`config.mk`:
```
export PLATFORM = sky130hd
export DESIGN_NAME = keypad_encoder
export DESIGN_NICKNAME = d
export VERILOG_FILES = /design/src/rtl/keypad_pkg.sv /design/src/rtl/keypad_encoder_sync2.sv /design/src/rtl/keypad_encoder.sv
export SDC_FILE = /design/constraint.sdc
export NUM_CORES = 1
export LEC_CHECK = 0
export CORE_MARGIN = 4
export CORE_UTILIZATION = 61
export DETAILED_ROUTE_END_ITERATION = 6
export DONT_BUFFER_PORTS = 1
export PLACE_DENSITY = 0.79
export SYNTH_ARGS = -nofsm -noshare
export SYNTH_HDL_FRONTEND = slang
export SYNTH_SLANG_ARGS = --single-unit
```
`constraint.sdc`:
```
create_clock -name clock -period 3.01 [get_ports clock]
set_input_delay 0.602 -clock clock [delete_from_list [all_inputs] [get_ports clock]]
set_output_delay 0.602 -clock clock [all_outputs]
set_load 0.01 [all_outputs]
```
`src/rtl/keypad_pkg.sv`:
```
// Shared types and widths for the keypad encoder.
// Holds the FSM encoding, key/BCD widths and the captured-key payload.
package keypad_pkg;

  localparam int unsigned KEY_COUNT = 10;
  localparam int unsigned BCD_W     = 4;
  localparam int unsigned CNT_W     = 4;
  localparam int unsigned DIG_W     = 2;

  typedef logic [KEY_COUNT-1:0] key_vec_t;

  typedef enum logic [1:0] {
    ST_IDLE     = 2'd0,
    ST_DEBOUNCE = 2'd1,
    ST_STROBE   = 2'd2,
    ST_RELEASE  = 2'd3
  } state_t;

  // Key pattern latched in IDLE plus its BCD index.
  typedef struct packed {
    key_vec_t             pattern;
    logic [BCD_W-1:0]     index;
  } key_cap_t;

endpackage

```
`src/rtl/keypad_encoder_sync2.sv`:
```
// Two-flop synchronizer for asynchronous level inputs.
// Both stages clear on reset so no stale key survives a reset.
module sync2 #(
  parameter int unsigned WIDTH = 1
) (
  input  logic             clock,
  input  logic             clearn,
  input  logic [WIDTH-1:0] i_d,
  output logic [WIDTH-1:0] o_q
);

  logic [WIDTH-1:0] r_meta;
  logic [WIDTH-1:0] r_sync;

  always_ff @(posedge clock or negedge clearn) begin
    if (!clearn) begin
      r_meta <= '0;
      r_sync <= '0;
    end else begin
      r_meta <= i_d;
      r_sync <= r_meta;
    end
  end

  assign o_q = r_sync;

endmodule

```
`src/rtl/keypad_encoder.sv`:
```
// Debounced 10-key keypad to BCD encoder driving a timer load interface.
// One strobe per qualified press; a key must be released before the next.
module keypad_encoder
  import keypad_pkg::*;
#(
  parameter int unsigned DEBOUNCE_CYCLES = 4,
  parameter int unsigned MAX_DIGITS      = 3
) (
  input  logic                 clock,
  input  logic                 clearn,
  input  logic [KEY_COUNT-1:0] keypad,
  input  logic                 enablen,
  input  logic                 restartn,
  output logic [BCD_W-1:0]     data,
  output logic                 loadn,
  output logic [DIG_W-1:0]     digits
);

  localparam logic [CNT_W-1:0] CNT_LAST = CNT_W'(DEBOUNCE_CYCLES - 1);
  localparam logic [DIG_W-1:0] DIG_MAX  = DIG_W'(MAX_DIGITS);

  key_vec_t          w_key;
  logic              w_onehot;
  logic [BCD_W-1:0]  w_index;

  state_t            r_state;
  key_cap_t          r_cap;
  logic [CNT_W-1:0]  r_cnt;
  logic [BCD_W-1:0]  r_data;
  logic              r_loadn;
  logic [DIG_W-1:0]  r_digits;

  state_t            w_state_nxt;
  key_cap_t          w_cap_nxt;
  logic [CNT_W-1:0]  w_cnt_nxt;
  logic [BCD_W-1:0]  w_data_nxt;
  logic              w_loadn_nxt;
  logic [DIG_W-1:0]  w_digits_nxt;
  logic              w_strobe;

  sync2 #(
    .WIDTH (KEY_COUNT)
  ) u_sync2 (
    .clock  (clock),
    .clearn (clearn),
    .i_d    (keypad),
    .o_q    (w_key)
  );

  // A single pressed key: nonzero with no second bit set.
  assign w_onehot = (w_key != '0) && ((w_key & (w_key - key_vec_t'(1))) == '0);

  always_comb begin
    w_index = '0;
    for (int i = 0; i < int'(KEY_COUNT); i++) begin
      if (w_key[i]) w_index = BCD_W'(i);
    end
  end

  always_ff @(posedge clock or negedge clearn) begin
    if (!clearn) begin
      r_state  <= ST_IDLE;
      r_cap    <= '0;
      r_cnt    <= '0;
      r_data   <= '0;
      r_loadn  <= 1'b1;
      r_digits <= '0;
    end else begin
      r_state  <= w_state_nxt;
      r_cap    <= w_cap_nxt;
      r_cnt    <= w_cnt_nxt;
      r_data   <= w_data_nxt;
      r_loadn  <= w_loadn_nxt;
      r_digits <= w_digits_nxt;
    end
  end

  always_comb begin
    w_state_nxt  = r_state;
    w_cap_nxt    = r_cap;
    w_cnt_nxt    = r_cnt;
    w_data_nxt   = r_data;
    w_loadn_nxt  = 1'b1;
    w_digits_nxt = r_digits;
    w_strobe     = 1'b0;

    case (r_state)
      ST_IDLE: begin
        if (!enablen && w_onehot) begin
          w_cap_nxt.pattern = w_key;
          w_cap_nxt.index   = w_index;
          w_cnt_nxt         = '0;
          w_state_nxt       = ST_DEBOUNCE;
        end
      end
      ST_DEBOUNCE: begin
        if (enablen || (w_key != r_cap.pattern)) begin
          w_state_nxt = ST_IDLE;
        end else if (r_cnt == CNT_LAST) begin
          w_state_nxt = ST_STROBE;
          w_strobe    = 1'b1;
        end else begin
          w_cnt_nxt = r_cnt + CNT_W'(1);
        end
      end
      ST_STROBE: begin
        w_cnt_nxt   = '0;
        w_state_nxt = ST_RELEASE;
      end
      ST_RELEASE: begin
        // Any key activity restarts the release qualification.
        if (w_key != '0) begin
          w_cnt_nxt = '0;
        end else if (r_cnt == CNT_LAST) begin
          w_state_nxt = ST_IDLE;
        end else begin
          w_cnt_nxt = r_cnt + CNT_W'(1);
        end
      end
      default: begin
        w_state_nxt = ST_IDLE;
      end
    endcase

    // Saturated entries still walk through STROBE, just without a load.
    if (w_strobe && (r_digits < DIG_MAX)) begin
      w_data_nxt   = r_cap.index;
      w_loadn_nxt  = 1'b0;
      w_digits_nxt = r_digits + DIG_W'(1);
    end

    if (!restartn) w_digits_nxt = '0;
  end

  assign data   = r_data;
  assign loadn  = r_loadn;
  assign digits = r_digits;

endmodule

```
Word level (Yosys, flattened, before mapping)
Cells that the tools add are included.
{"block": "op_classes", "add_sub_neg": 3, "n_lt_le_gt_ge": 1, "eq_ne": 11, "mux": 26, "bitwise": 1, "n_reduce_logical": 11}
{"operator": "4-bit two-way mux", "count": 11}
{"operator": "2-bit two-way mux", "count": 8}
{"operator": "4-bit case mux with 4 select lines", "count": 1}
{"operator": "10-bit AND", "count": 1}
{"operator": "10-bit zero test", "count": 1}
{"operator": "10-bit != test", "count": 1}
{"operator": "10-bit nonzero test", "count": 1}
{"operator": "10-bit by 1-bit subtractor with 10-bit output (second input constant)", "count": 1}
{"operator": "2-bit != test (second input constant)", "count": 4}
{"operator": "2-bit case mux with 4 select lines", "count": 1}
{"operator": "1-bit two-way mux", "count": 5}
{"operator": "4-bit by 1-bit adder with 4-bit output (second input constant)", "count": 1}
{"operator": "2-bit == test (second input constant)", "count": 2}
{"operator": "4-bit by 2-bit == test with 1-bit output (second input constant)", "count": 1}
{"operator": "2-bit AND reduction", "count": 2}
{"operator": "4-bit AND reduction", "count": 1}
{"operator": "1-bit logical AND", "count": 3}
{"operator": "3-bit != test (second input constant)", "count": 1}
{"operator": "2-bit by 1-bit adder with 2-bit output (second input constant)", "count": 1}
{"operator": "2-bit by 1-bit == test with 1-bit output (second input constant)", "count": 1}
{"operator": "2-bit zero test", "count": 1}
{"operator": "2-bit < comparator (second input constant)", "count": 1}
{"operator": "2-bit by 1-bit != test with 1-bit output (second input constant)", "count": 1}
{"operator": "1-bit zero test", "count": 1}
{"operator": "1-bit logical OR", "count": 1}
{"block": "totals", "regBits": 47, "word_cells": 62}

Longest topological paths before layout
Gate-level depths: netlist (run 1).
{"block": "depth", "depth_word": 9, "depth_mapped": 7, "ltp_nobuf": 6}

Hierarchy
A second synthesis (run 1) with hierarchy kept.
{"block": "unflattened", "hier_cells": 175, "hier_area_um2": 2102.0}
{"module": "keypad_encoder", "instances": 1, "cells_each": 155, "area_per_inst_um2": 1601.5, "seq_area_each_um2": 676.9}
{"module": "sync2", "instances": 1, "cells_each": 20, "area_per_inst_um2": 500.5, "seq_area_each_um2": 500.5}

Least setup slack after synthesis (run 1)
No wires, ideal clock.
{"block": "synth_path", "path_type": "register to register", "from": "reg u_sync2.r_sync[8], in the netlist u_sync2.o_q[8]", "to": "reg r_cap[12] (netlist bit)", "arrival_time_ns": 2.229, "required_time_ns": 2.885, "slack_ns": 0.656, "stages_incl_launch_ff": 7, "path_buffers": 2, "path_cell_list": "dfrtp_1 -> buf_2 -> or3_1 -> o211a_1 -> a2111oi_4 -> buf_6 -> mux2_2"}
{"block": "synth_between", "elab_chain_cells": 6}
{"item": "start, declared", "line": "keypad_encoder_sync2.sv:13", "source": "logic [WIDTH-1:0] r_sync;"}
{"item": "start signal, assigned", "line": "keypad_encoder_sync2.sv:21", "source": "r_sync <= r_meta;"}
{"item": "10-bit by 1-bit subtractor with 10-bit output", "line": "keypad_encoder.sv:51", "source": "assign w_onehot = (w_key != '0) && ((w_key & (w_key - key_vec_t'(1))) == '0);"}
{"item": "10-bit AND", "line": "keypad_encoder.sv:51"}
{"item": "10-bit zero test", "line": "keypad_encoder.sv:51"}
{"item": "1-bit logical AND", "line": "keypad_encoder.sv:51"}
{"item": "1-bit logical AND", "line": "keypad_encoder.sv:89", "source": "if (!enablen && w_onehot) begin"}
{"item": "2-bit AND reduction (no line)"}
{"item": "end signal, assigned", "line": "keypad_encoder.sv:70", "source": "r_cap <= w_cap_nxt;"}
{"item": "end, declared", "line": "keypad_encoder.sv:27", "source": "key_cap_t r_cap;"}
Several ways; a longest one is shown, not always the timed one.
A chain may end at the register's enable or synchronous reset.

Worst setup path in the final report (run 1)
{"block": "layout_path", "from": "reg u_sync2.r_sync[6], in the netlist u_sync2.o_q[6]", "to": "reg r_digits[0], in the netlist digits[0]"}
{"block": "layout_between", "elab_chain_cells": 6}
{"item": "10-bit != test", "line": "keypad_encoder.sv:97", "source": "if (enablen || (w_key != r_cap.pattern)) begin"}
{"item": "1-bit logical OR", "line": "keypad_encoder.sv:97"}
{"item": "1-bit two-way mux", "line": "keypad_encoder.sv:97"}
{"item": "1-bit two-way mux", "line": "keypad_encoder.sv:87", "source": "case (r_state)"}
{"item": "1-bit logical AND", "line": "keypad_encoder.sv:126", "source": "if (w_strobe && (r_digits < DIG_MAX)) begin"}
{"item": "2-bit by 1-bit != test with 1-bit output (no line)"}
{"item": "end signal, assigned", "line": "keypad_encoder.sv:74", "source": "r_digits <= w_digits_nxt;"}
{"item": "end, declared", "line": "keypad_encoder.sv:31", "source": "logic [DIG_W-1:0] r_digits;"}
Every way passes these cells.

==> reports/qor.csv, run 1 <==
stage,metric,value,unit
drt,finalWirelength,3355,µm
floorplan,io_pins,21,
logic_synthesis,syn_area_per_cell,12.43,µm²
grt,antenna_found_initial,0,
clock_network,cts_tree,done,
drt,ant_nets,0,
logic_synthesis,ys_types,41,
clock_network,cts_root_buffer,clkbuf_4,
setup_path,ff2ff_setup_slack,0.74,ns
logic_synthesis,yosysTopAreaCellShare,0.5613,
setup_path,crit_path_max_incr_delay,0.61,ns
clock_network,post_cts_buffers,0,
logic_synthesis,yosysSeqAreaShare,0.5741,
power_and_ir_drop,cellPowerDensity,502.8,nW/µm²
sta,period_share,0.7533,
logic_synthesis,synth_flop_cell,dfrtp_1,
setup_path,r2r_start,u_sync2.o_q[6],
logic_synthesis,syn_inst,165,
setup_path,worstSetupPathType,flop to flop,
sta,finalSetupViolCount,0,
clock_network,clkLatencyLatePin,0.36,ns
drt,routedWlPerCell,15.68,µm
drt,detail_route.vias_per_cell,6.103,
cells_and_area,area_growth,4.759,%
floorplan,core-area,3128,µm²
logic_synthesis,async_flop_share,1.000,
sta,finalHoldViolCount,0,
floorplan,die_height,65.98,µm
setup_path,critPathCaptureType,flop,
placed_design,dp.cells,205,
sta,max_freq,441.0,MHz
setup_path,critPathLaunchType,flop,
setup_path,cp_cell_sequence,"xor2_1, or4_4, or4b_4, or2_0, a21boi_1",
power_and_ir_drop,static-leakage-power,0.9602,nW
logic_synthesis,synth_warnings,0,
grt,grt_pass1_vias,1296,
power_and_ir_drop,irDropWorstVdd,0.4100,mV
drt,via_count,1306,
sta,period_minus_slack,2.268,ns
clock_network,htree_num_levels,2,
sta,max_slew_margin,0.6928,
sta,slew_violations,0,
placed_design,numPortBuffers,0,
setup_path,worstReg2RegEnd,digits[0],
sta,rsz0062_at_grt,false,
status,outcome,"finished, final reports clean",
logic_synthesis,yosys_register_bits,47,
grt,grt_max_degree,47,
floorplan,fp.dieW,65.98,µm
clock_network,clkTransAtPathRegs,0.13,ns
clock_network,clock_sinks,47,
sta,fin_skew,0.01141,ns
placed_design,dp_hpwl,2450,µm
setup_path,cp_slowest_cell,or4b_4,
grt,track_usage,0.1875,
setup_path,crit_path_end,digits[0],
floorplan,num_rows,20,
placed_design,gp_congestion,0.8551,
drt,route.detailed.drc,0,
cells_and_area,fin_nets,185,
grt,grt_pass1_wl,6120,µm
floorplan,initial_core_util,0.6556,
setup_path,reg2reg_depth,5,
sta,tns,0,ns
min_path,worstHoldPathType,primary input to asynchronous set/reset pin,
logic_synthesis,synthTopCellsByArea,"dfrtp_1, mux2_2, xor2_1",
setup_path,critPathLaunch,u_sync2.o_q[6],
sta,tightest_slew,0.4573,ns
setup_path,required,3.30,ns
floorplan,dieArea,4353,µm²
clock_network,clockBufferDepth,2,
cells_and_area,diodes,0,
setup_path,worstPathArrival,2.56,ns
grt,grt.overflow.total,0,
clock_network,cts-buffers-inserted,5,
cells_and_area,drive_above_1_share,0.1706,
flow_run,maxCapViolations,0,
setup_path,critPathMaxFanout,8,
logic_synthesis,syn_area,2051,µm²
drt,drt-initial-drc-count,57,
logic_synthesis,syn_nets,181,
cells_and_area,instances_no_fill,214,
logic_synthesis,synth-edff-count,0,
drt,first_pass_iters,4,
logic_synthesis,yosys.area.top_type,dfrtp_1,
==> sequential cells by signal, summed over array words and instances (netlist names), named ones only <==
signal / flops
r_state: 1
u_sync2.r_meta: 10
r_cap: 14
digits: 2
loadn: 1
r_cnt: 4
u_sync2.o_q: 10
data: 4
==> metal layers <==
| metal | track usage | up-vias | part of all wire |
|---|---|---|---|
| met5 | 0 | - | 0 |
| met4 | 0.09391 | 0 | 0.028 |
| met3 | 0.05952 | 10 | 0.058 |
| met2 | 0.2916 | 30 | 0.49 |
| met1 | 0.2356 | 648 | 0.43 |
| li1 | - | 618 | - |
==> placed cells by master (no fill, tap or decap), drive strengths merged, types with 2 or more instances in the layout <==
master   synthesis  final
o2111ai          5      5
nand3            9      9
nor2            11     11
mux2            14     14
nand2            3      3
buf              5      3
ha               2      2
nor3b            2      2
nand4            3      3
nor4             2      2
or4              3      3
dfrtp           46     46
nor2b            2      2
clkbuf           1      6
o211ai           3      3
a21oi            4      4
o21ai            7      7
o21bai           2      2
xor2            10     10
inv              7      7
o211a            2      2
nor3             5      5
==> Yosys cell counts, drive strengths merged (2+ instances only) <==
master   number
a21oi         4
buf           5
dfrtp        46
ha            2
inv           7
mux2         14
nand2         3
nand3         9
nand4         3
nor2         11
nor2b         2
nor3          5
nor3b         2
nor4          2
o2111ai       5
o211a         2
o211ai        3
o21ai         7
o21bai        2
or4           3
xor2         10
==> how the worst min path moves through the flow <==
stage	start	to	slack, ns
after floorplan	clearn	asynchronous set/reset pin	0.31
after global placement	clearn	data[2]	0.31
after detailed placement	clearn	data[2]	0.31
after CTS	clearn	loadn	0.05
after global routing	clearn	loadn	0.03
final	clearn	r_cnt[2]	0.05
==> critical path: cells and delay by family, from the launching register on <==
family	cells	cell delay (ns)
AO/OA/AOI/OAI	1	0.13
AND/OR/NAND/NOR	3	1.39
flip-flops	1	0.47
XOR/XNOR	1	0.21
==> report_power, final <==
part           switching [W]  internal [W]
sequential         0.0000424      0.000669
combinational      0.0000509     0.0000406
clock               0.000187     0.0000902
total               0.000280      0.000800
==> stage by stage <==
stage,hold slack (ns),total power [W],util,area (µm²),setup slack (ns)
after CTS,0.05449,0.001098,0.6868,2148,0.7235
after global routing,0.03162,0.001154,0.6868,2148,0.6090
final,0.05133,0.001080,0.6868,2148,0.7425
after global placement,0.3077,0.0007932,0.6608,2067,0.8074
after detailed placement,0.3077,0.0008013,0.6608,2067,0.7532
after floorplan,0.3064,0.0007800,-,2051,0.6563
==> logic make-up (layout without fill, tap and decap cells) <==
kind of cell / Yosys count / in the layout / share of synthesized area
simple gates: 47 / 47 / 0.1330
compound gates: 31 / 31 / 0.1171
xor+xnor: 10 / 10 / 0.04271
fa+ha+maj: 2 / 2 / 0.01220
buf+inv: 13 / 18 / 0.03904
mux: 15 / 15 / 0.08176
flops: 47 / 47 / 0.5741
==> final cells by class <==
type,instances,area [µm²]
multi-input cells,105,793.3
clock inverters,2,12.51
fillers,225,979.7
repair buffers,3,42.54
inverters,7,26.28
clock buffers,6,41.29
well taps,44,55.05
flip-flops and latches,47,1177
==> timing repair <==
action                    CTS  global route
hold buffers                1             0
resized for setup           0             0
hold endpoints to repair   46             0
(Power assumes the default switching activity.)
==> run 2: changes to the inputs <==
Clock period 3.01 ns to 2.16 ns, I/O delays scaled along.
==> reports/qor.csv, run 2 (synthesis gave the netlist of run 1 again) <==
stage,metric,value,unit
power_and_ir_drop,p_int,0.001190,W
sta,rsz0062_at_grt,true,
sta,tightest_slew,0.5078,ns
floorplan,initial_core_util,0.6556,
setup_path,worstReg2RegEnd,r_cap[4],
grt,track_usage,0.1967,
grt,grt.overflow.total,0,
cells_and_area,fin_nets,205,
sta,setup_ws,-0.009947,ns
cells_and_area,area_growth,15.56,%
sta,slew_violations,0,
drt,detail_route.vias_per_cell,5.991,
min_path,worstHoldPathType,primary input to flop,
grt,grt_max_degree,48,
flow_run,maxCapViolations,0,
placed_design,numPortBuffers,0,
setup_path,critPathMaxFanout,10,
power_and_ir_drop,p_sw,0.0004172,W
sta,max_freq,460.8,MHz
drt,ant_nets,0,
drt,via_count,1402,
power_and_ir_drop,clockPowerShare,0.268,
clock_network,cts_tree,done,
clock_network,cts-buffers-inserted,5,
drt,routedWlPerCell,16.05,µm
setup_path,worstPathArrival,2.41,ns
status,outcome,"complete, but fails checks",
setup_path,required,2.40,ns
floorplan,num_rows,20,
cells_and_area,post-route-util,0.7576,
cells_and_area,largest_reg_flops,14,
sta,finalHoldViolCount,0,
placed_design,gp_congestion,0.9620,
grt,grt_pass1_vias,1391,
sta,finalSetupViolCount,3,
floorplan,io_pins,21,
drt,drt-initial-drc-count,121,
setup_path,ff2ff_setup_slack,-0.01,ns
floorplan,fp.dieW,65.98,µm
power_and_ir_drop,irDropWorstVdd,0.5539,mV
clock_network,clock_sinks,47,
cells_and_area,top_register,r_cap,
cells_and_area,num-fill-cells,188,
clock_network,clkLatencyLatePin,0.36,ns
sta,period_share,1.005,
placed_design,dp_hpwl,2754,µm
sta,fin_skew,0.01084,ns
clock_network,cts_root_buffer,clkbuf_4,
cells_and_area,mostFrequentLayoutCells,"dfrtp_1, buf_4, mux2_2",
setup_path,critPathLaunchType,flop,
drt,finalWirelength,3755,µm
power_and_ir_drop,power_frac_seq,0.605,
setup_path,r2r_start,u_sync2.o_q[9],
sta,period_minus_slack,2.170,ns
power_and_ir_drop,cellPowerDensity,678.1,nW/µm²
power_and_ir_drop,static-leakage-power,1.082,nW
clock_network,clockBufferDepth,2,
cells_and_area,mostFrequentLayoutCell,dfrtp_1,
drt,first_pass_iters,4,
setup_path,crit_path_end,r_cap[4],
sta,tns,-0.02359,ns
placed_design,pre_cts_ws,-0.06432,ns
drt,route.detailed.drc,0,
clock_network,htree_num_levels,2,
floorplan,dieArea,4353,µm²
floorplan,die_height,65.98,µm
clock_network,clkTransAtPathRegs,0.13,ns
grt,antenna_found_initial,0,
sta,max_slew_margin,0.6607,
setup_path,critPathLaunch,u_sync2.o_q[9],
setup_path,worstSetupPathType,flop to flop,
status,violations,setup timing,
cells_and_area,drive_above_1_share,0.3105,
cells_and_area,diodes,0,
grt,grt_pass1_wl,6417,µm
power_and_ir_drop,p_sw_frac,0.2596,
power_and_ir_drop,p_comb_frac,0.128,
setup_path,reg2reg_depth,5,
setup_path,critPathCaptureType,flop,
floorplan,core-area,3128,µm²
-- run 2: changes by cell type in the layout (fill, tap and decap cells not counted), sizes merged --
cell         delta
dlygate4sd3     +1
inv             +1
clkinvlp        -1
buf            +19
-- run 2: critical path: stages (launching register included) --
cell and delay [ns]:
dfrtp_2 0.48, or3_1 0.41, o211a_1 0.28, a2111oi_4 0.34, buf_6 0.21, mux2_2 0.35
-- run 2: timing repair --
item,4_1_cts,5_1_grt
resized for setup,6,6
setup buffers,6,1
setup endpoints to repair,15,20
pin swaps,4,0
endpoints found under the hold margin,47,0
gates cloned,0,0
hold buffers,2,0
-- run 2: through the flow --
| stage | std cells | hold slack (ns) | total power (W) | instance area [µm²] |
|---|---|---|---|---|
| 5_1_grt | 234 | 0.05061 | 0.001696 | 2370 |
| 2_1_floorplan | 165 | 0.1364 | 0.001089 | 2061 |
| 4_1_cts | 233 | 0.07681 | 0.001617 | 2336 |
| 6_report | 234 | 0.08924 | 0.001607 | 2370 |
| 3_3_place_gp | 217 | 0.1374 | 0.001139 | 2165 |
| 3_5_place_dp | 217 | 0.1376 | 0.001150 | 2165 |
-- run 2: worst min path at each step --
stage,slack [ns],start,to,depth (start not counted)
detailed placement,0.14,clearn,data[2],0
floorplan,0.14,clearn,asynchronous set/reset pin,0
global placement,0.14,clearn,r_cap[3],0
global route,0.05,keypad[7],u_sync2.r_meta[7],0
finish,0.09,keypad[4],u_sync2.r_meta[4],0
CTS,0.08,keypad[7],u_sync2.r_meta[7],0
-- run 2: per-layer routing --
layer | share of wire | track usage | wire length, µm
met3 | 0.074 | 0.05442 | 276
met2 | 0.50 | 0.3342 | 1885
met5 | 0 | 0 | 0
met1 | 0.41 | 0.2392 | 1546
met4 | 0.012 | 0.07107 | 46
-- run 2: final cells by class --
| cell class | instances | area [µm²] | area share |
|---|---|---|---|
| clock buffers | 6 | 51.30 | 0.02165 |
| clock inverters | 2 | 13.76 | 0.005808 |
| multi-input cells | 105 | 839.6 | 0.3543 |
| well taps | 44 | 55.05 | 0.02323 |
| repair buffers | 23 | 202.7 | 0.08553 |
| inverters | 7 | 26.28 | 0.01109 |
| flip-flops and latches | 47 | 1181 | 0.4984 |
-- run 2: power groups by stage --
| stage | combinational [W] | sequential [W] | clock [W] |
|---|---|---|---|
| CTS | 0.000202 | 0.000970 | 0.000445 |
| global route | 0.000226 | 0.000979 | 0.000491 |
| global placement | 0.000154 | 0.000985 | 0 |
| detailed placement | 0.000161 | 0.000988 | 0 |
| floorplan | 0.000104 | 0.000985 | 0 |
| finish | 0.000205 | 0.000972 | 0.000430 |
==> run 3: changes to the inputs <==
Settings changed: GPL_TIMING_DRIVEN set to 0.
==> reports/qor.csv, run 3 (synthesis gave the netlist of run 1 again) <==
stage,metric,value,unit
status,outcome,"complete, but fails checks",
status,violations,setup timing,
floorplan,io_pins,21,
sta,finalSetupViolCount,18,
clock_network,clockBufferDepth,2,
grt,grt_pass1_wl,7107,µm
cells_and_area,multi_input_area,915.9,µm²
drt,finalWirelength,4526,µm
sta,period_share,1.048,
power_and_ir_drop,cellPowerDensity,743.7,nW/µm²
cells_and_area,top_register,r_cap,
placed_design,dp_hpwl,2471,µm
clock_network,htree_num_levels,2,
cells_and_area,diodes,0,
placed_design,place_area,2116,µm²
sta,period_minus_slack,2.264,ns
setup_path,cp_cell_sequence,"or3_4, o211a_4, a2111oi_4, buf_6, buf_6, mux2_4",
cells_and_area,post-route-util,0.8108,
floorplan,num_rows,20,
cells_and_area,mostFrequentLayoutCell,dfrtp_1,
power_and_ir_drop,irDropWorstVdd,0.6621,mV
clock_network,clkTransAtPathRegs,0.15,ns
grt,grt_max_degree,48,
power_and_ir_drop,p_sw,0.0004743,W
placed_design,numPortBuffers,0,
setup_path,crit_path_max_incr_delay,0.47,ns
clock_network,cts_root_buffer,clkbuf_4,
setup_path,critPathCaptureType,flop,
grt,antenna_found_initial,0,
setup_path,worstReg2RegEnd,r_cap[12],
cells_and_area,drive_above_1_share,0.3711,
setup_path,worstPathArrival,2.53,ns
clock_network,cts_tree,done,
clock_network,cts-buffers-inserted,5,
drt,routedWlPerCell,19.02,µm
cells_and_area,fin_nets,209,
clock_network,clkLatencyLatePin,0.38,ns
min_path,hold_path_depth,0,
drt,detail_route.vias_per_cell,6.319,
drt,route.detailed.drc,0,
sta,slew_violations,0,
power_and_ir_drop,p_int,0.001412,W
power_and_ir_drop,p_sw_frac,0.2514,
setup_path,ff2ff_setup_slack,-0.10,ns
sta,max_slew_margin,0.6883,
cells_and_area,regArea,1182,µm²
min_path,worstHoldPathType,primary input to flop,
setup_path,cp_slowest_cell,dfrtp_2,
min_path,min-delay-start,keypad[0],
power_and_ir_drop,p_comb_frac,0.121,
floorplan,fp.dieW,65.98,µm
floorplan,dieArea,4353,µm²
cells_and_area,area_growth,23.67,%
grt,grt.overflow.total,0,
sta,fin_skew,0.01162,ns
grt,track_usage,0.2176,
floorplan,core-area,3128,µm²
sta,max_freq,441.7,MHz
sta,tns,-0.9251,ns
cells_and_area,largest_reg_flops,14,
sta,rsz0062_at_grt,true,
drt,drt-initial-drc-count,180,
cells_and_area,final_area,2536,µm²
floorplan,initial_core_util,0.6556,
setup_path,required,2.43,ns
clock_network,clock_sinks,47,
floorplan,die_height,65.98,µm
power_and_ir_drop,static-leakage-power,1.121,nW
placed_design,gp_congestion,0.9019,
setup_path,reg2reg_depth,6,
sta,finalHoldViolCount,0,
flow_run,maxCapViolations,0,
cells_and_area,num-fill-cells,147,
sta,tightest_slew,0.4632,ns
power_and_ir_drop,power,0.001886,W
setup_path,critPathLaunchType,flop,
power_and_ir_drop,clockPowerShare,0.354,
cells_and_area,mostFrequentLayoutCells,"dfrtp_1, buf_4, mux2_4",
setup_path,cpMostUsedCell,buf_6,
drt,first_pass_iters,6,
power_and_ir_drop,power_frac_seq,0.525,
setup_path,worstSetupPathType,flop to flop,
drt,via_count,1504,
sta,setup_ws,-0.1038,ns
grt,grt_pass1_vias,1527,
setup_path,critPathMaxFanout,8,
min_path,min_to,u_sync2.r_meta[0],
drt,ant_nets,0,
placed_design,pre_cts_ws,-0.3266,ns
setup_path,r2r_start,u_sync2.o_q[9],
==> run 3: cell count changes in the layout (fill, tap and decap cells not counted), sizes merged <==
cell / change
buf: +3
clkinv: -1
bufinv: +2
==> run 3: timing repair <==
action,4_1_cts,5_1_grt
resized for setup,15,23
pin swaps,11,10
endpoints found under the setup margin,20,20
hold buffers,2,0
hold endpoints to repair,47,0
setup buffers,18,5
==> run 3: through the flow <==
stage | hold WS, ns | instances
finish | 0.06010 | 238
CTS | 0.05498 | 235
floorplan | 0.1364 | 165
detailed placement | 0.1377 | 209
global placement | 0.1374 | 209
global route | 0.03993 | 238
==> run 3: critical path: cells and delay by family (launching register included) <==
| kind | cells | cell delay [ns] |
|---|---|---|
| DFF | 1 | 0.47 |
| buffers and inverters | 2 | 0.35 |
| muxes | 1 | 0.29 |
| and+or+nand+nor | 1 | 0.41 |
| AOI/OAI and AO/OA | 2 | 0.64 |
==> run 3: cell type report <==
type	count	share of cell area
Sequential cell	47	0.4662
Multi-Input combinational cell	105	0.3611
Timing Repair Buffer	25	0.09176
Clock inverter	3	0.02812
Tap cell	44	0.02171
Clock buffer	5	0.01480
Inverter	7	0.01036
Buffer	2	0.005920
==> run 3: power by group through the flow <==
| stage | Sequential (W) | Clock [W] | Combinational [W] |
|---|---|---|---|
| after floorplan | 0.000985 | 0 | 0.000104 |
| after global placement | 0.000993 | 0 | 0.000120 |
| after detailed placement | 0.000998 | 0 | 0.000128 |
| after CTS | 0.000977 | 0.000677 | 0.000195 |
| after global routing | 0.000998 | 0.000714 | 0.000244 |
| final | 0.000991 | 0.000668 | 0.000227 |
==> run 3: worst max-delay path by stage <==
stage                   startpoint        end  slack (ns)  cells past startpoint
finish              u_sync2.o_q[9]  r_cap[12]       -0.10                      6
global route        u_sync2.o_q[2]  r_cap[12]       -0.18                      6
CTS                      r_cap[12]  digits[0]       -0.10                      5
detailed placement  u_sync2.o_q[9]  r_cap[13]       -0.33                      6
global placement    u_sync2.o_q[9]  r_cap[13]       -0.26                      6
floorplan           u_sync2.o_q[9]  r_cap[12]       -0.13                      6
==> run 3: metal layers <==
| layer | track usage | vias up | wire length [µm] |
|---|---|---|---|
| li1 | - | 658 | - |
| met1 | 0.2724 | 748 | 1801 |
| met2 | 0.3605 | 83 | 2196 |
| met3 | 0.05612 | 15 | 409 |
| met4 | 0.08629 | 0 | 118 |
| met5 | 0 | - | 0 |
